`src/rtl/axi_lite_cmd_master.sv`:
```
// ---------------------------------------------------------------------------
// axi_lite_cmd_master
//
// Purpose
//   Upstream AXI-Lite master for the configure-register slave. Each accepted
//   command (write/read, addr, data) becomes exactly one AXI-Lite transaction.
//   Its result comes back on the response stream. Only one transaction is in
//   flight at a time.
//   Extra B beats that the slave emits after interrupt-enabled accesses
//   (bresp = 2'b01) are absorbed. Each one is reported as a one-cycle
//   interrupt event tagged with the address of the last completed command.
//
// Parameters
//   ASIZE    address width
//   DSIZE    data width
//   TIMEOUT  cycles allowed per AXI phase before abort. Only used when
//            AXIL_CMD_TIMEOUT_EN is defined.
//
// Configuration macro
//   AXIL_CMD_TIMEOUT_EN : when defined, a per-phase cycle counter aborts a
//                         stuck phase after TIMEOUT cycles. The aborted
//                         command completes with rsp_resp = 2'b10 and
//                         rsp_rdata = 0. When undefined, the FSM waits
//                         indefinitely.
//
// Ports
//   clock, rst                 clock and synchronous active-high reset
//   cmd_valid/ready            command handshake
//   cmd_write/addr/wdata       command payload
//   rsp_valid/ready            response handshake
//   rsp_write/resp/rdata       response payload
//   intr_valid                 one-cycle pulse per absorbed interrupt B beat
//   intr_addr                  address of the last completed command
//   axi_aw*, axi_w*, axi_b*,
//   axi_ar*, axi_r*            AXI-Lite master channels
// ---------------------------------------------------------------------------
module axi_lite_cmd_master #(
    parameter int ASIZE   = 32,
    parameter int DSIZE   = 32,
    parameter int TIMEOUT = 1024
) (
    input  logic             clock,
    input  logic             rst,
    input  logic             cmd_valid,
    output logic             cmd_ready,
    input  logic             cmd_write,
    input  logic [ASIZE-1:0] cmd_addr,
    input  logic [DSIZE-1:0] cmd_wdata,
    output logic             rsp_valid,
    input  logic             rsp_ready,
    output logic             rsp_write,
    output logic [1:0]       rsp_resp,
    output logic [DSIZE-1:0] rsp_rdata,
    output logic             intr_valid,
    output logic [ASIZE-1:0] intr_addr,
    output logic             axi_awvalid,
    input  logic             axi_awready,
    output logic [ASIZE-1:0] axi_awaddr,
    output logic             axi_wvalid,
    input  logic             axi_wready,
    output logic [DSIZE-1:0] axi_wdata,
    input  logic             axi_bvalid,
    output logic             axi_bready,
    input  logic [1:0]       axi_bresp,
    output logic             axi_arvalid,
    input  logic             axi_arready,
    output logic [ASIZE-1:0] axi_araddr,
    input  logic             axi_rvalid,
    output logic             axi_rready,
    input  logic [DSIZE-1:0] axi_rdata
);

    typedef enum logic [2:0] {
        IDLE   = 3'd0,
        W_REQ  = 3'd1,
        W_RESP = 3'd2,
        R_REQ  = 3'd3,
        R_DATA = 3'd4,
        RSP    = 3'd5
    } state_t;

    localparam logic [1:0] RESP_OKAY    = 2'b00;
    localparam logic [1:0] RESP_INTR    = 2'b01;
    localparam logic [1:0] RESP_TIMEOUT = 2'b10;

    state_t             state_r;
    state_t             state_s;
    logic               write_r;
    logic [ASIZE-1:0]   addr_r;
    logic [DSIZE-1:0]   wdata_r;
    logic               aw_done_r;
    logic               w_done_r;
    logic [1:0]         rsp_resp_r;
    logic [DSIZE-1:0]   rsp_rdata_r;
    logic               intr_valid_r;
    logic [ASIZE-1:0]   intr_addr_r;

    logic               live_s;
    logic               accept_s;
    logic               aw_hs_s;
    logic               w_hs_s;
    logic               b_hs_s;
    logic               ar_hs_s;
    logic               r_hs_s;
    logic               rsp_hs_s;
    logic               aw_done_now_s;
    logic               w_done_now_s;
    logic               intr_beat_s;
    logic               timeout_s;
    logic               to_rsp_timeout_s;

    // Every output is forced low while rst is high, not just from the next edge.
    assign live_s        = ~rst;

    assign cmd_ready     = live_s & (state_r == IDLE);
    assign axi_awvalid   = live_s & (state_r == W_REQ) & ~aw_done_r;
    assign axi_wvalid    = live_s & (state_r == W_REQ) & ~w_done_r;
    assign axi_awaddr    = live_s ? addr_r  : {ASIZE{1'b0}};
    assign axi_wdata     = live_s ? wdata_r : {DSIZE{1'b0}};
    assign axi_bready    = live_s;
    assign axi_arvalid   = live_s & (state_r == R_REQ);
    assign axi_araddr    = live_s ? addr_r  : {ASIZE{1'b0}};
    assign axi_rready    = live_s & (state_r == R_DATA);

    assign rsp_valid     = live_s & (state_r == RSP);
    assign rsp_write     = live_s & write_r;
    assign rsp_resp      = live_s ? rsp_resp_r  : 2'b00;
    assign rsp_rdata     = live_s ? rsp_rdata_r : {DSIZE{1'b0}};
    assign intr_valid    = live_s & intr_valid_r;
    assign intr_addr     = live_s ? intr_addr_r : {ASIZE{1'b0}};

    assign accept_s      = cmd_valid & cmd_ready;
    assign aw_hs_s       = axi_awvalid & axi_awready;
    assign w_hs_s        = axi_wvalid & axi_wready;
    assign b_hs_s        = axi_bvalid & axi_bready;
    assign ar_hs_s       = axi_arvalid & axi_arready;
    assign r_hs_s        = axi_rvalid & axi_rready;
    assign rsp_hs_s      = rsp_valid & rsp_ready;

    // AW and W complete independently; a handshake this cycle counts as done.
    assign aw_done_now_s = aw_done_r | aw_hs_s;
    assign w_done_now_s  = w_done_r | w_hs_s;

    // Any B beat outside W_RESP is not a response: report it if it is an interrupt.
    assign intr_beat_s   = b_hs_s & (state_r != W_RESP) & (axi_bresp == RESP_INTR);

`ifdef AXIL_CMD_TIMEOUT_EN
    localparam int CW = $clog2(TIMEOUT + 1);

    logic [CW-1:0] phase_cnt_r;
    logic          counting_s;

    assign counting_s = (state_r == W_REQ) | (state_r == W_RESP) |
                        (state_r == R_REQ) | (state_r == R_DATA);

    // The phase runs out on its TIMEOUT-th cycle, so valids are held exactly TIMEOUT cycles.
    assign timeout_s  = counting_s & (phase_cnt_r == CW'(TIMEOUT - 1));

    // Per-phase cycle counter, restarted whenever the FSM changes state.
    always_ff @(posedge clock) begin
        if (rst) begin
            phase_cnt_r <= {CW{1'b0}};
        end else if (state_s != state_r) begin
            phase_cnt_r <= {CW{1'b0}};
        end else if (counting_s) begin
            phase_cnt_r <= phase_cnt_r + CW'(1'b1);
        end else begin
            phase_cnt_r <= {CW{1'b0}};
        end
    end
`else
    logic [31:0] timeout_unused_s;

    assign timeout_unused_s = 32'(TIMEOUT);
    assign timeout_s        = 1'b0;
`endif

    // Next-state logic. A handshake that lands on the timeout cycle wins over the abort.
    always_comb begin
        state_s          = state_r;
        to_rsp_timeout_s = 1'b0;
        case (state_r)
            IDLE: begin
                if (accept_s) begin
                    state_s = cmd_write ? W_REQ : R_REQ;
                end else begin
                    state_s = IDLE;
                end
            end
            W_REQ: begin
                if (aw_done_now_s && w_done_now_s) begin
                    state_s = W_RESP;
                end else if (timeout_s) begin
                    state_s          = RSP;
                    to_rsp_timeout_s = 1'b1;
                end else begin
                    state_s = W_REQ;
                end
            end
            W_RESP: begin
                if (b_hs_s) begin
                    state_s = RSP;
                end else if (timeout_s) begin
                    state_s          = RSP;
                    to_rsp_timeout_s = 1'b1;
                end else begin
                    state_s = W_RESP;
                end
            end
            R_REQ: begin
                if (ar_hs_s) begin
                    state_s = R_DATA;
                end else if (timeout_s) begin
                    state_s          = RSP;
                    to_rsp_timeout_s = 1'b1;
                end else begin
                    state_s = R_REQ;
                end
            end
            R_DATA: begin
                if (r_hs_s) begin
                    state_s = RSP;
                end else if (timeout_s) begin
                    state_s          = RSP;
                    to_rsp_timeout_s = 1'b1;
                end else begin
                    state_s = R_DATA;
                end
            end
            RSP: begin
                if (rsp_hs_s) begin
                    state_s = IDLE;
                end else begin
                    state_s = RSP;
                end
            end
            default: begin
                state_s = IDLE;
            end
        endcase
    end

    // State register, command capture, channel-done flags and response capture.
    always_ff @(posedge clock) begin
        if (rst) begin
            state_r     <= IDLE;
            write_r     <= 1'b0;
            addr_r      <= {ASIZE{1'b0}};
            wdata_r     <= {DSIZE{1'b0}};
            aw_done_r   <= 1'b0;
            w_done_r    <= 1'b0;
            rsp_resp_r  <= 2'b00;
            rsp_rdata_r <= {DSIZE{1'b0}};
        end else begin
            state_r <= state_s;

            if (accept_s) begin
                write_r   <= cmd_write;
                addr_r    <= cmd_addr;
                wdata_r   <= cmd_wdata;
                aw_done_r <= 1'b0;
                w_done_r  <= 1'b0;
            end else if (state_r == W_REQ) begin
                aw_done_r <= aw_done_now_s;
                w_done_r  <= w_done_now_s;
            end

            if ((state_r == W_RESP) && b_hs_s) begin
                rsp_resp_r  <= axi_bresp;
                rsp_rdata_r <= {DSIZE{1'b0}};
            end else if ((state_r == R_DATA) && r_hs_s) begin
                rsp_resp_r  <= RESP_OKAY;
                rsp_rdata_r <= axi_rdata;
            end else if (to_rsp_timeout_s) begin
                rsp_resp_r  <= RESP_TIMEOUT;
                rsp_rdata_r <= {DSIZE{1'b0}};
            end
        end
    end

    // Interrupt pulse and its address tag. Both update on the same edge, so the
    // tag is already current when the pulse is seen, even on the rsp_ready cycle.
    always_ff @(posedge clock) begin
        if (rst) begin
            intr_valid_r <= 1'b0;
            intr_addr_r  <= {ASIZE{1'b0}};
        end else begin
            intr_valid_r <= intr_beat_s;
            if (state_r == RSP) begin
                intr_addr_r <= addr_r;
            end
        end
    end

endmodule

```
`config.mk`:
```
export PLATFORM = sky130hd
export DESIGN_NAME = axi_lite_cmd_master
export DESIGN_NICKNAME = d
export VERILOG_FILES = /design/src/rtl/axi_lite_cmd_master.sv
export SDC_FILE = /design/constraint.sdc
export NUM_CORES = 1
export LEC_CHECK = 0
export ABC_CLOCK_PERIOD_IN_PS = 3930
export BUFFER_PORTS_ARGS = -buffer_cell sky130_fd_sc_hd__buf_4
export CAP_MARGIN = 20
export CORE_ASPECT_RATIO = 1.5
export CORE_MARGIN = 10
export CORE_UTILIZATION = 47
export CTS_BUF_LIST = sky130_fd_sc_hd__clkbuf_8
export DETAILED_ROUTE_END_ITERATION = 6
export GPL_TIMING_DRIVEN = 0
export PLACE_DENSITY_LB_ADDON = 0.25
export RECOVER_POWER = 50
export SLEW_MARGIN = 5
export SYNTH_ARGS = -nofsm -noshare
export SYNTH_HDL_FRONTEND = slang
export SYNTH_SLANG_ARGS = --single-unit
```
`constraint.sdc`:
```
create_clock -name clock -period 3.93 [get_ports clock]
set_input_delay 0 -clock clock [delete_from_list [all_inputs] [get_ports clock]]
set_output_delay 0 -clock clock [all_outputs]
set_load 0.02 [all_outputs]
```
==> metrics.txt, run 1 <==
# TYPE chip_impl_metric gauge
chip_impl_metric{name="synth_nets",unit=""} 839
chip_impl_info{name="setup.worst_path.end_class",value="output port"} 1
chip_impl_metric{name="drt_pass1_iterations",unit=""} 4
chip_impl_metric{name="route.detailed.wl_per_inst",unit="µm"} 17.6
chip_impl_info{name="grt_setup_unrepaired",value="false"} 1
chip_impl_metric{name="flow.area_growth_from_synthesis",unit="%"} 53.2
chip_impl_info{name="synth.area.top_cells",value="sky130_fd_sc_hd__dfxtp_1 (45%), sky130_fd_sc_hd__nor2b_1 (14%), sky130_fd_sc_hd__nand2_1 (12%)"} 1
chip_impl_metric{name="maxSlewViolCount",unit=""} 0
chip_impl_metric{name="syn_inst_count",unit=""} 731
chip_impl_metric{name="postRouteWirelength",unit="mm"} 23.0
chip_impl_metric{name="swShare",unit=""} 0.259
chip_impl_metric{name="path_clk_slew",unit="ns"} 0.07
chip_impl_metric{name="latest_clock_arrival_within_the_worst_skew_pair",unit="ns"} 0.43
chip_impl_metric{name="final_std_cell_area_no_fill",unit="µm²"} 9240
chip_impl_metric{name="power_density",unit="nW/µm²"} 348
chip_impl_metric{name="netlist-cell-type-count",unit=""} 36
chip_impl_metric{name="post_route_cells_drive_above_1_share",unit=""} 0.218
chip_impl_info{name="netlist.top_cell.by_area",value="sky130_fd_sc_hd__dfxtp_1"} 1
chip_impl_metric{name="synth-seq-area-share",unit=""} 0.455
chip_impl_metric{name="io_buffer_count",unit=""} 278
chip_impl_info{name="nature_of_the_critical_path_startpoint",value="input port"} 1
chip_impl_metric{name="number_of_warnings_printed_during_yosys_synthesis",unit=""} 0
chip_impl_metric{name="layoutNonFillerInstCount",unit=""} 1304
chip_impl_metric{name="hpwl",unit="mm"} 16.0
chip_impl_metric{name="cts.path.max_buffers",unit=""} 2
chip_impl_metric{name="intPower",unit="µW"} 2380
chip_impl_info{name="highest_count_cells_in_the_layout_ignoring_fill_and_taps",value="sky130_fd_sc_hd__nand2_1 (197), sky130_fd_sc_hd__clkbuf_1 (177), sky130_fd_sc_hd__buf_4 (162)"} 1
chip_impl_metric{name="maxClockFrequency",unit="MHz"} 431
chip_impl_metric{name="htree_num_levels",unit=""} 4
chip_impl_metric{name="grt_start_max_net_pins",unit=""} 17
chip_impl_metric{name="boundaryPins",unit=""} 279
chip_impl_metric{name="slew-limit-headroom",unit=""} 0.545
chip_impl_metric{name="power.leakage",unit="µW"} 0.00369
chip_impl_metric{name="ratio_of_final_minimum_period_to_clock_period",unit=""} 0.590
chip_impl_metric{name="global_route.usage.total",unit=""} 0.242
chip_impl_metric{name="power.share.combinational",unit=""} 0.159
chip_impl_metric{name="syn_area",unit="µm²"} 6030
chip_impl_metric{name="vdd_drop_max",unit="mV"} 0.312
chip_impl_metric{name="cap_viol_max_count",unit=""} 0
chip_impl_metric{name="finalHoldViolations",unit=""} 0
chip_impl_info{name="path_class",value="input port to output port"} 1
chip_impl_info{name="clock_tree_from_tritoncts",value="built"} 1
chip_impl_metric{name="finish.net_count",unit=""} 1243
chip_impl_metric{name="dieArea",unit="µm²"} 17900
chip_impl_metric{name="crit_arrival",unit="ns"} 2.32
chip_impl_metric{name="core_area",unit="µm²"} 12500
chip_impl_metric{name="p_sw",unit="µW"} 833
chip_impl_metric{name="timing.reg2reg.setup_slack",unit="ns"} 1.67
chip_impl_metric{name="cts.repair_timing.setup_buffer_count",unit=""} 0
chip_impl_metric{name="final.setup_skew",unit="ns"} 0.0127
chip_impl_metric{name="floorplan.die.height",unit="µm"} 159
chip_impl_metric{name="cts_sink_cnt",unit=""} 137
chip_impl_metric{name="dieWidth",unit="µm"} 112
chip_impl_metric{name="numCtsBuffers",unit=""} 17
chip_impl_metric{name="post_drt_via_cell_ratio",unit=""} 5.00
chip_impl_metric{name="post-route-drc-count",unit=""} 0
chip_impl_metric{name="start_util",unit=""} 0.482
chip_impl_metric{name="wire_length_of_the_first_global_routing_pass",unit="mm"} 35.3
chip_impl_metric{name="dp_cells",unit=""} 1165
chip_impl_metric{name="place.gp.congestion",unit=""} 0.817
chip_impl_info{name="status",value="finished, final reports clean"} 1
chip_impl_metric{name="synth_top_cell_area_share",unit=""} 0.455
chip_impl_metric{name="initialDrtViolationCount",unit=""} 275
chip_impl_metric{name="totalNegativeSetupSlack",unit="ns"} 0
chip_impl_metric{name="post_layout_util",unit=""} 0.738
chip_impl_metric{name="tightestPinTransition",unit="ns"} 0.683
chip_impl_metric{name="vias",unit=""} 6517
chip_impl_metric{name="layout_min_cycle_time",unit="ns"} 2.32
chip_impl_metric{name="grt_pass1_vias",unit=""} 6860
chip_impl_metric{name="path_max_fanout",unit=""} 10
chip_impl_metric{name="crit_required",unit="ns"} 3.93
chip_impl_metric{name="grt-ovfl-total",unit=""} 0
chip_impl_metric{name="post_dp_cell_area",unit="µm²"} 8310
chip_impl_info{name="hold_class",value="input port to flop"} 1
chip_impl_metric{name="syn_avg_cell_area",unit="µm²"} 8.25
chip_impl_metric{name="route.antenna.remaining_nets",unit=""} 0
chip_impl_metric{name="ys_seq_elements",unit=""} 137
chip_impl_metric{name="core.rowCount",unit=""} 50
chip_impl_metric{name="power.sequential.fraction",unit=""} 0.454
chip_impl_info{name="cts_root_buffer",value="sky130_fd_sc_hd__clkbuf_8"} 1
chip_impl_info{name="layout_commonest_cell",value="sky130_fd_sc_hd__nand2_1"} 1
chip_impl_metric{name="report.final.setup_viol",unit=""} 0
chip_impl_metric{name="p_clk_frac",unit=""} 0.387
chip_impl_metric{name="antenna_violations_before_repair",unit=""} 1
per-stage QoR:
step                      hold slack, ns  total power (µW)  setup slack (ns)
final                             0.0820              3210              1.61
after floorplan                   0.0334              1720              2.33
after CTS                         0.0108              3260              1.70
after detailed placement           0.239              1930              2.14
after global routing              0.0847              3340              1.43
after global placement             0.237              1930              2.16
cells by family after synthesis:
logic type             synth area share
AOI/OAI and AO/OA                 0.161
buffers and inverters            0.0940
DFF                               0.455
muxes                           0.00166
and+or+nand+nor                   0.288
critical path: stages:
cell,delay [ns]
sky130_fd_sc_hd__clkbuf_1,0.22
sky130_fd_sc_hd__clkbuf_1,0.45
sky130_fd_sc_hd__clkbuf_1,0.55
sky130_fd_sc_hd__clkbuf_1,0.52
sky130_fd_sc_hd__nor2b_1,0.22
sky130_fd_sc_hd__buf_4,0.18
sky130_fd_sc_hd__clkbuf_1,0.16
synth_stat cells (all sizes together):
cell type    n
a211oi       3
a21oi      101
a221oi       1
a22o         2
and2         2
and3         1
and4         1
buf         63
clkbuf      28
dfxtp      137
inv          4
mux2i        1
nand2      197
nand2b       1
nand3        1
nand3b       1
nand4        1
nand4b       1
nor2         8
nor2b      133
nor3         5
nor4         1
nor4b        1
o22a        32
o22ai        1
o32a         1
o32ai        1
or2          1
or3          1
worst paths after layout:
path               endpoint  cells after the start         from
max          axi_awaddr[31]                      7          rst
min          rsp_rdata_r[0]                      4   axi_rvalid
max reg2reg      state_r[0]                      7   state_r[0]
min reg2reg     wdata_r[21]                      2  wdata_r[21]
state kept, by name, summed over array words and instances (netlist names):
register      cells
rsp_resp_r        2
aw_done_r         1
intr_addr_r      32
write_r           1
wdata_r          32
w_done_r          1
addr_r           32
intr_valid_r      1
state_r           3
rsp_rdata_r      32
final cells by class:
type                    count  area (µm²)
repair buffers            385        2620
flip-flops and latches    137        2740
fillers                  1014        3270
well taps                 156         195
multi-input cells         499        2710
clock buffers              18         248
diodes                      1        2.50
plain buffers              91         533
inverters                   4        15.0
clock inverters            13         179
per-layer routing:
metal / track usage / wire [µm]
met5: 0 / 0
met3: 0.0987 / 1950
met2: 0.425 / 11800
met4: 0.134 / 1050
met1: 0.232 / 8240
what timing repair did:
item / in CTS / in global routing
resized for setup: 0 / 0
hold buffers: 107 / 0
endpoints found under the hold margin: 105 / 0
power groups by stage:
stage	Combinational, µW	Sequential, µW	Clock [µW]
after global placement	438	1490	0
after global routing	549	1460	1320
final	510	1460	1240
after detailed placement	442	1490	0
after CTS	535	1460	1270
after floorplan	243	1480	0
Note: power is estimated with default switching activity, not from simulation.
==> inputs of run 2 (changes only) <==
ABC_AREA = 1   (was unset)
ABC_CLOCK_PERIOD_IN_PS = 2300   (was 3930)
clock period = 2.3 ns   (was 3.93 ns; I/O delays follow)
==> run 2 against run 1 <==
Sequential share of layout area is 1.0 points lower. Clock power is 90% higher. Global-route usage is 0.71 points higher. Cell count is 6.4% higher. Routed wire length is 1.7% higher. Critical path depth stayed put.
==> metrics.txt, run 2 <==
# TYPE chip_impl_metric gauge
chip_impl_info{name="nature_of_the_critical_path_startpoint",value="input port"} 1
chip_impl_info{name="hold_class",value="input port to flop"} 1
chip_impl_metric{name="global_route.usage.total",unit=""} 0.249
chip_impl_metric{name="path_clk_slew",unit="ns"} 0.06
chip_impl_info{name="synthTopCellsByCount",value="sky130_fd_sc_hd__nor2_1 (202), sky130_fd_sc_hd__inv_1 (140), sky130_fd_sc_hd__dfxtp_1 (137)"} 1
chip_impl_metric{name="power.leakage",unit="µW"} 0.00437
chip_impl_metric{name="ratio_of_final_minimum_period_to_clock_period",unit=""} 0.958
chip_impl_metric{name="global_route.usage.met2",unit=""} 0.459
chip_impl_metric{name="grt_start_max_net_pins",unit=""} 17
chip_impl_metric{name="maxSlewViolCount",unit=""} 0
chip_impl_metric{name="final_std_cell_area_no_fill",unit="µm²"} 9570
chip_impl_metric{name="core_area",unit="µm²"} 12400
chip_impl_metric{name="synth-edff-count",unit=""} 0
chip_impl_metric{name="vdd_drop_max",unit="mV"} 0.452
chip_impl_metric{name="postRouteWirelength",unit="mm"} 23.4
chip_impl_metric{name="totalNegativeSetupSlack",unit="ns"} 0
chip_impl_metric{name="htree_num_levels",unit=""} 4
chip_impl_metric{name="final.setup_skew",unit="ns"} 0.0134
chip_impl_metric{name="path_max_fanout",unit=""} 10
chip_impl_info{name="crit_chain",value="dlygate4sd3_1 > buf_4 > clkbuf_1 > buf_1 > nor2_1 > buf_4 > buf_4"} 1
chip_impl_metric{name="layout_min_cycle_time",unit="ns"} 2.20
chip_impl_metric{name="route.antenna.remaining_nets",unit=""} 0
chip_impl_metric{name="post-route-drc-count",unit=""} 0
chip_impl_metric{name="cts.path.max_buffers",unit=""} 2
chip_impl_metric{name="power",unit="µW"} 5900
chip_impl_metric{name="grt_use_met1",unit=""} 0.246
chip_impl_info{name="cts_root_buffer",value="sky130_fd_sc_hd__clkbuf_8"} 1
chip_impl_metric{name="post_drt_via_cell_ratio",unit=""} 4.85
chip_impl_metric{name="cap_viol_max_count",unit=""} 0
chip_impl_metric{name="dieWidth",unit="µm"} 112
chip_impl_metric{name="synth_async_sr_flop_share",unit=""} 0
chip_impl_metric{name="dieArea",unit="µm²"} 17700
chip_impl_metric{name="finish.net_count",unit=""} 1329
chip_impl_metric{name="cts.repair_timing.setup_buffer_count",unit=""} 0
chip_impl_info{name="path_class",value="input port to output port"} 1
chip_impl_metric{name="post_route_cells_drive_above_1_share",unit=""} 0.278
chip_impl_metric{name="grt-ovfl-total",unit=""} 0
chip_impl_metric{name="hold-path-cell-count",unit=""} 7
chip_impl_metric{name="latest_clock_arrival_within_the_worst_skew_pair",unit="ns"} 0.44
chip_impl_info{name="clock_tree_from_tritoncts",value="built"} 1
chip_impl_metric{name="synth_nets",unit=""} 926
chip_impl_metric{name="flow.area_growth_from_synthesis",unit="%"} 60.0
chip_impl_info{name="setup.worst_path.end_class",value="output port"} 1
chip_impl_info{name="globalRoute.busiestLayer",value="met2"} 1
chip_impl_metric{name="floorplan.die.height",unit="µm"} 158
chip_impl_metric{name="ys_seq_elements",unit=""} 137
chip_impl_metric{name="syn_avg_cell_area",unit="µm²"} 7.31
chip_impl_info{name="netlist.top_cell.by_area",value="sky130_fd_sc_hd__dfxtp_1"} 1
chip_impl_metric{name="report.final.setup_viol",unit=""} 0
chip_impl_info{name="crit_slowest_cell",value="sky130_fd_sc_hd__dlygate4sd3_1"} 1
chip_impl_info{name="grt_setup_unrepaired",value="false"} 1
chip_impl_metric{name="core.rowCount",unit=""} 50
chip_impl_info{name="crit_top_cell",value="sky130_fd_sc_hd__buf_4"} 1
chip_impl_info{name="synthMostInstantiatedCell",value="sky130_fd_sc_hd__nor2_1"} 1
chip_impl_metric{name="syn_inst_count",unit=""} 818
chip_impl_metric{name="number_of_fill_cells",unit=""} 893
chip_impl_metric{name="syn_area",unit="µm²"} 5980
chip_impl_metric{name="numCtsBuffers",unit=""} 17
chip_impl_info{name="synth.area.top_cells",value="sky130_fd_sc_hd__dfxtp_1 (46%), sky130_fd_sc_hd__nor2_1 (13%), sky130_fd_sc_hd__a21oi_1 (9.0%)"} 1
chip_impl_metric{name="crit_arrival",unit="ns"} 2.20
chip_impl_metric{name="multi_input_area",unit="µm²"} 2110
chip_impl_metric{name="whs",unit="ns"} 0.0292
chip_impl_metric{name="finalHoldViolations",unit=""} 0
chip_impl_info{name="ys_dominant_reg_cell",value="sky130_fd_sc_hd__dfxtp_1"} 1
chip_impl_metric{name="wire_length_of_the_first_global_routing_pass",unit="mm"} 35.6
chip_impl_metric{name="synth-seq-area-share",unit=""} 0.459
chip_impl_metric{name="timing.critical_path.slowest_cell_delay",unit="ns"} 0.56
chip_impl_metric{name="place.gp.congestion",unit=""} 0.846
chip_impl_metric{name="power_density",unit="nW/µm²"} 617
chip_impl_metric{name="grt_pass1_vias",unit=""} 6987
chip_impl_info{name="highest_count_cells_in_the_layout_ignoring_fill_and_taps",value="sky130_fd_sc_hd__buf_4 (281), sky130_fd_sc_hd__nor2_1 (203), sky130_fd_sc_hd__inv_1 (141)"} 1
chip_impl_metric{name="drt_pass1_iterations",unit=""} 5
chip_impl_metric{name="netlist-cell-type-count",unit=""} 26
chip_impl_metric{name="maxClockFrequency",unit="MHz"} 454
chip_impl_metric{name="synth_top_cell_area_share",unit=""} 0.459
chip_impl_info{name="layout_commonest_cell",value="sky130_fd_sc_hd__buf_4"} 1
chip_impl_metric{name="antenna_violations_before_repair",unit=""} 0
chip_impl_metric{name="route.detailed.wl_per_inst",unit="µm"} 16.9
chip_impl_metric{name="slew-limit-headroom",unit=""} 0.575
chip_impl_metric{name="number_of_warnings_printed_during_yosys_synthesis",unit=""} 0
chip_impl_metric{name="use_met3",unit=""} 0.0777
chip_impl_metric{name="cts_sink_cnt",unit=""} 137
chip_impl_metric{name="crit_required",unit="ns"} 2.30
chip_impl_metric{name="worst-r2r-cell-count",unit=""} 6
chip_impl_metric{name="post_dp_cell_area",unit="µm²"} 8250
chip_impl_metric{name="io_buffer_count",unit=""} 277
chip_impl_metric{name="insertedDiodeCount",unit=""} 0
chip_impl_metric{name="vias",unit=""} 6731
chip_impl_metric{name="hpwl",unit="mm"} 15.9
chip_impl_info{name="status",value="finished, final reports clean"} 1
chip_impl_metric{name="final-seq-area",unit="µm²"} 2740
chip_impl_metric{name="tightestPinTransition",unit="ns"} 0.638
chip_impl_metric{name="start_util",unit=""} 0.480
chip_impl_metric{name="initialDrtViolationCount",unit=""} 382
chip_impl_metric{name="boundaryPins",unit=""} 279
-- run 2: cell count changes after synthesis, moves of 22 or more --
cell	previous run	this run
sky130_fd_sc_hd__o22a_1	32	0
sky130_fd_sc_hd__inv_1	3	140
sky130_fd_sc_hd__a21oi_2	30	0
sky130_fd_sc_hd__a21oi_1	71	107
sky130_fd_sc_hd__nor2b_1	133	0
sky130_fd_sc_hd__o21ai_0	0	63
sky130_fd_sc_hd__nand2_1	197	33
sky130_fd_sc_hd__a211oi_2	0	22
sky130_fd_sc_hd__nor2_1	7	202
-- run 2: what timing repair did --
| action | in CTS | in global routing |
|---|---|---|
| hold buffers | 107 | 0 |
| resized for setup | 0 | 1 |
| hold endpoints to repair | 107 | 0 |
| endpoints found under the setup margin | 0 | 1 |
-- run 2: metrics by stage --
stage / utilization / worst slack (ns) / instances
2_1_floorplan: - / 1.02 / 818
3_3_place_gp: 0.663 / 0.592 / 1251
3_5_place_dp: 0.663 / 0.608 / 1251
4_1_cts: 0.787 / 0.0560 / 1388
5_1_grt: 0.769 / 0.0157 / 1388
6_report: 0.769 / 0.0963 / 1388
-- run 2: worst paths after layout --
| path | from | endpoint | slack (ns) |
|---|---|---|---|
| min reg2reg | wdata_r[0] | wdata_r[0] | 0.45 |
| min | axi_bvalid | rsp_resp_r[1] | 0.03 |
| max | rst | axi_awaddr[3] | 0.1 |
| max reg2reg | state_r[1] | wdata_r[12] | 0.19 |
-- run 2: critical path, delay by kind of cell --
family | cells | cell delay [ns]
buffers and inverters | 6 | 2.03
and+or+nand+nor | 1 | 0.16
-- run 2: cell type report --
class	instances	share of cell area
plain buffers	84	0.0494
clock buffers	18	0.0259
clock inverters	12	0.0234
inverters	144	0.0565
multi-input cells	453	0.220
flip-flops and latches	137	0.287
well taps	156	0.0204
repair buffers	384	0.318
-- run 2: kinds of logic after synthesis --
logic type             share of synthesized area
AO/OA/AOI/OAI                              0.197
buffers and inverters                      0.176
flip-flops                                 0.459
AND/OR/NAND/NOR                            0.168
-- run 2: metal layers --
metal / up-vias / share of wire / wire [µm]
met3: 64 / 0.071 / 1670
met5: - / 0 / 0
li1: 3301 / - / -
met1: 3103 / 0.36 / 8420
met2: 263 / 0.53 / 12400
met4: 0 / 0.038 / 883
-- run 2: power by group --
group,internal [µW],switching (µW),leakage [µW]
Combinational,478,557,0.00302
Sequential,2480,33.7,0.00112
Clock,1420,933,0.000235
==> inputs of run 3 (changes only) <==
CORE_UTILIZATION = 48   (was 47)
==> run 3 against run 2 <==
Register-to-register slack got worse by 0.03 ns. Routed wire length rose by 0.30%. Total power fell by 4.7%. Clock power fell by 11%. Core utilization rose by 1.5 points. Sequential share of layout area rose by 0.30 points. Maximum frequency rose by 3.1%. Die area fell by 1.8%. First-iteration DRC count fell by 27%. Flip-flop and latch count did not move. Critical path depth rose by 1. Via count rose by 1.2%. Critical path type unchanged. Largest power group unchanged.
==> metrics.txt, run 3 (synthesis gave the netlist of run 2 again) <==
# TYPE chip_impl_metric gauge
chip_impl_info{name="status",value="finished, final reports clean"} 1
chip_impl_metric{name="number_of_fill_cells",unit=""} 870
chip_impl_metric{name="buf_inv_on_cp",unit=""} 7
chip_impl_metric{name="placement.setup.worst_slack",unit="ns"} 0.633
chip_impl_metric{name="post_route_cells_drive_above_1_share",unit=""} 0.267
chip_impl_metric{name="intPower",unit="µW"} 4100
chip_impl_metric{name="timing.reg2reg.setup_slack",unit="ns"} 0.16
chip_impl_metric{name="core_area",unit="µm²"} 12100
chip_impl_metric{name="maxSlewViolCount",unit=""} 0
chip_impl_metric{name="boundaryPins",unit=""} 279
chip_impl_metric{name="post_drt_via_cell_ratio",unit=""} 4.91
chip_impl_metric{name="power_density",unit="nW/µm²"} 594
chip_impl_info{name="nature_of_the_critical_path_startpoint",value="input port"} 1
chip_impl_metric{name="layoutNonFillerInstCount",unit=""} 1387
chip_impl_info{name="path_class",value="input port to output port"} 1
chip_impl_info{name="clock_tree_from_tritoncts",value="built"} 1
chip_impl_metric{name="initialDrtViolationCount",unit=""} 277
chip_impl_metric{name="postLayoutSetupSlackWorst",unit="ns"} 0.162
chip_impl_metric{name="flow.area_growth_from_synthesis",unit="%"} 58.4
chip_impl_info{name="crit_slowest_cell",value="sky130_fd_sc_hd__dlygate4sd3_1"} 1
chip_impl_metric{name="slew-limit-headroom",unit=""} 0.593
chip_impl_metric{name="dieWidth",unit="µm"} 111
chip_impl_metric{name="layout_min_cycle_time",unit="ns"} 2.14
chip_impl_metric{name="p_sw",unit="µW"} 1530
chip_impl_metric{name="timing.critical_path.slowest_cell_delay",unit="ns"} 0.53
chip_impl_metric{name="hpwl",unit="mm"} 15.8
chip_impl_info{name="layout_commonest_cell",value="sky130_fd_sc_hd__buf_4"} 1
chip_impl_metric{name="global_route.usage.total",unit=""} 0.255
chip_impl_metric{name="cap_viol_max_count",unit=""} 0
chip_impl_metric{name="latest_clock_arrival_within_the_worst_skew_pair",unit="ns"} 0.43
chip_impl_metric{name="htree_num_levels",unit=""} 4
chip_impl_info{name="crit_chain",value="dlygate4sd3_1 > buf_4 > buf_2 > buf_2 > buf_2 > nor2_1 > buf_4 > buf_4"} 1
chip_impl_metric{name="path_clk_slew",unit="ns"} 0.07
chip_impl_metric{name="whs",unit="ns"} 0.0349
chip_impl_metric{name="floorplan.die.height",unit="µm"} 157
chip_impl_metric{name="vdd_drop_max",unit="mV"} 0.501
chip_impl_info{name="setup.worst_path.end_class",value="output port"} 1
chip_impl_metric{name="totalNegativeSetupSlack",unit="ns"} 0
chip_impl_metric{name="post-route-drc-count",unit=""} 0
chip_impl_metric{name="power.share.combinational",unit=""} 0.181
chip_impl_info{name="category_of_cells_accounting_for_the_largest_share_of_critical_path_delay",value="buffers and inverters"} 1
chip_impl_metric{name="wire_length_of_the_first_global_routing_pass",unit="mm"} 36.5
chip_impl_metric{name="dieArea",unit="µm²"} 17400
chip_impl_metric{name="ratio_of_final_minimum_period_to_clock_period",unit=""} 0.930
chip_impl_metric{name="route.detailed.wl_per_inst",unit="µm"} 16.9
chip_impl_metric{name="power.leakage",unit="µW"} 0.00431
chip_impl_metric{name="grt-ovfl-total",unit=""} 0
chip_impl_metric{name="tightestPinTransition",unit="ns"} 0.611
chip_impl_metric{name="cts.path.max_buffers",unit=""} 2
chip_impl_metric{name="power.sequential.fraction",unit=""} 0.447
chip_impl_metric{name="route.antenna.remaining_nets",unit=""} 0
chip_impl_metric{name="finish.net_count",unit=""} 1329
chip_impl_metric{name="core.rowCount",unit=""} 49
chip_impl_metric{name="numCtsBuffers",unit=""} 17
chip_impl_metric{name="power",unit="µW"} 5620
chip_impl_metric{name="final.setup_skew",unit="ns"} 0.0132
chip_impl_metric{name="grt_pass1_vias",unit=""} 7289
chip_impl_info{name="highest_count_cells_in_the_layout_ignoring_fill_and_taps",value="sky130_fd_sc_hd__buf_4 (267), sky130_fd_sc_hd__nor2_1 (204), sky130_fd_sc_hd__inv_1 (143)"} 1
chip_impl_metric{name="start_util",unit=""} 0.495
chip_impl_info{name="hold_class",value="input port to flop"} 1
chip_impl_metric{name="p_clk_frac",unit=""} 0.372
chip_impl_metric{name="place.gp.congestion",unit=""} 0.833
chip_impl_metric{name="finalHoldViolations",unit=""} 0
chip_impl_metric{name="maxClockFrequency",unit="MHz"} 468
chip_impl_metric{name="vias",unit=""} 6810
chip_impl_metric{name="io_buffer_count",unit=""} 277
chip_impl_metric{name="report.final.setup_viol",unit=""} 0
chip_impl_metric{name="crit_required",unit="ns"} 2.30
chip_impl_info{name="grt_setup_unrepaired",value="false"} 1
chip_impl_metric{name="antenna_violations_before_repair",unit=""} 1
chip_impl_metric{name="crit_arrival",unit="ns"} 2.14
chip_impl_metric{name="swShare",unit=""} 0.271
chip_impl_metric{name="cts_sink_cnt",unit=""} 137
chip_impl_metric{name="path_max_fanout",unit=""} 19
chip_impl_metric{name="dp_cells",unit=""} 1248
chip_impl_metric{name="postRouteWirelength",unit="mm"} 23.5
chip_impl_metric{name="grt_start_max_net_pins",unit=""} 17
chip_impl_info{name="cts_root_buffer",value="sky130_fd_sc_hd__clkbuf_8"} 1
chip_impl_metric{name="drt_pass1_iterations",unit=""} 6
==> run 3: cell count changes in the layout (fill, tap and decap cells not counted), sizes merged <==
cell	delta
clkbuf	+12
buf	-11
bufinv	-3
inv	+2
diode	+1
dlygate4sd3	+1
==> run 3: stage by stage <==
stage,utilization,instance area (µm²)
CTS,0.807,9750
global route,0.784,9470
detailed placement,0.683,8250
global placement,0.683,8250
finish,0.784,9470
floorplan,-,5980
==> run 3: what timing repair did <==
action,in CTS,in global routing
buffers inserted,0,0
gates resized for setup,0,0
hold endpoints to repair,107,0
hold buffers,108,0
endpoints found under the setup margin,0,10
==> run 3: power by group through the flow <==
stage	Combinational (µW)	Sequential (µW)	Clock [µW]
floorplan	485	2560	0
global placement	863	2560	0
detailed placement	875	2570	0
CTS	1030	2510	2110
global route	1100	2520	2190
finish	1020	2510	2090
==> run 3: path summary, 6_finish.rpt <==
kind,start,end,cells after the start
max,rst,axi_awaddr[16],8
min,axi_bvalid,rsp_resp_r[1],7
max reg2reg,state_r[1],addr_r[6],5
min reg2reg,wdata_r[12],wdata_r[12],2
==> run 3: final cells by class <==
cell class / instances / area (µm²) / area share
Sequential cell: 137 / 2740 / 0.290
Clock buffer: 20 / 275 / 0.0291
Antenna cell: 1 / 2.50 / 0.000264
Buffer: 83 / 480 / 0.0507
Timing Repair Buffer: 385 / 3000 / 0.316
Clock inverter: 11 / 146 / 0.0155
Multi-Input combinational cell: 453 / 2090 / 0.221
Tap cell: 153 / 191 / 0.0202
Inverter: 144 / 541 / 0.0571
==> run 3: worst register-to-register path: stages (launching register included) <==
cell and delay, ns:
sky130_fd_sc_hd__dfxtp_1 0.51, sky130_fd_sc_hd__nor2_1 0.10, sky130_fd_sc_hd__nand3_1 0.34, sky130_fd_sc_hd__clkbuf_1 0.48, sky130_fd_sc_hd__clkbuf_1 0.44, sky130_fd_sc_hd__a21oi_1 0.15
==> run 3: routing by layer <==
| metal | track usage | share of wire | up-vias |
|---|---|---|---|
| li1 | - | - | 3302 |
| met1 | 0.256 | 0.37 | 3156 |
| met2 | 0.465 | 0.52 | 290 |
| met3 | 0.0808 | 0.072 | 62 |
| met4 | 0.125 | 0.038 | 0 |
| met5 | 0 | 0 | - |
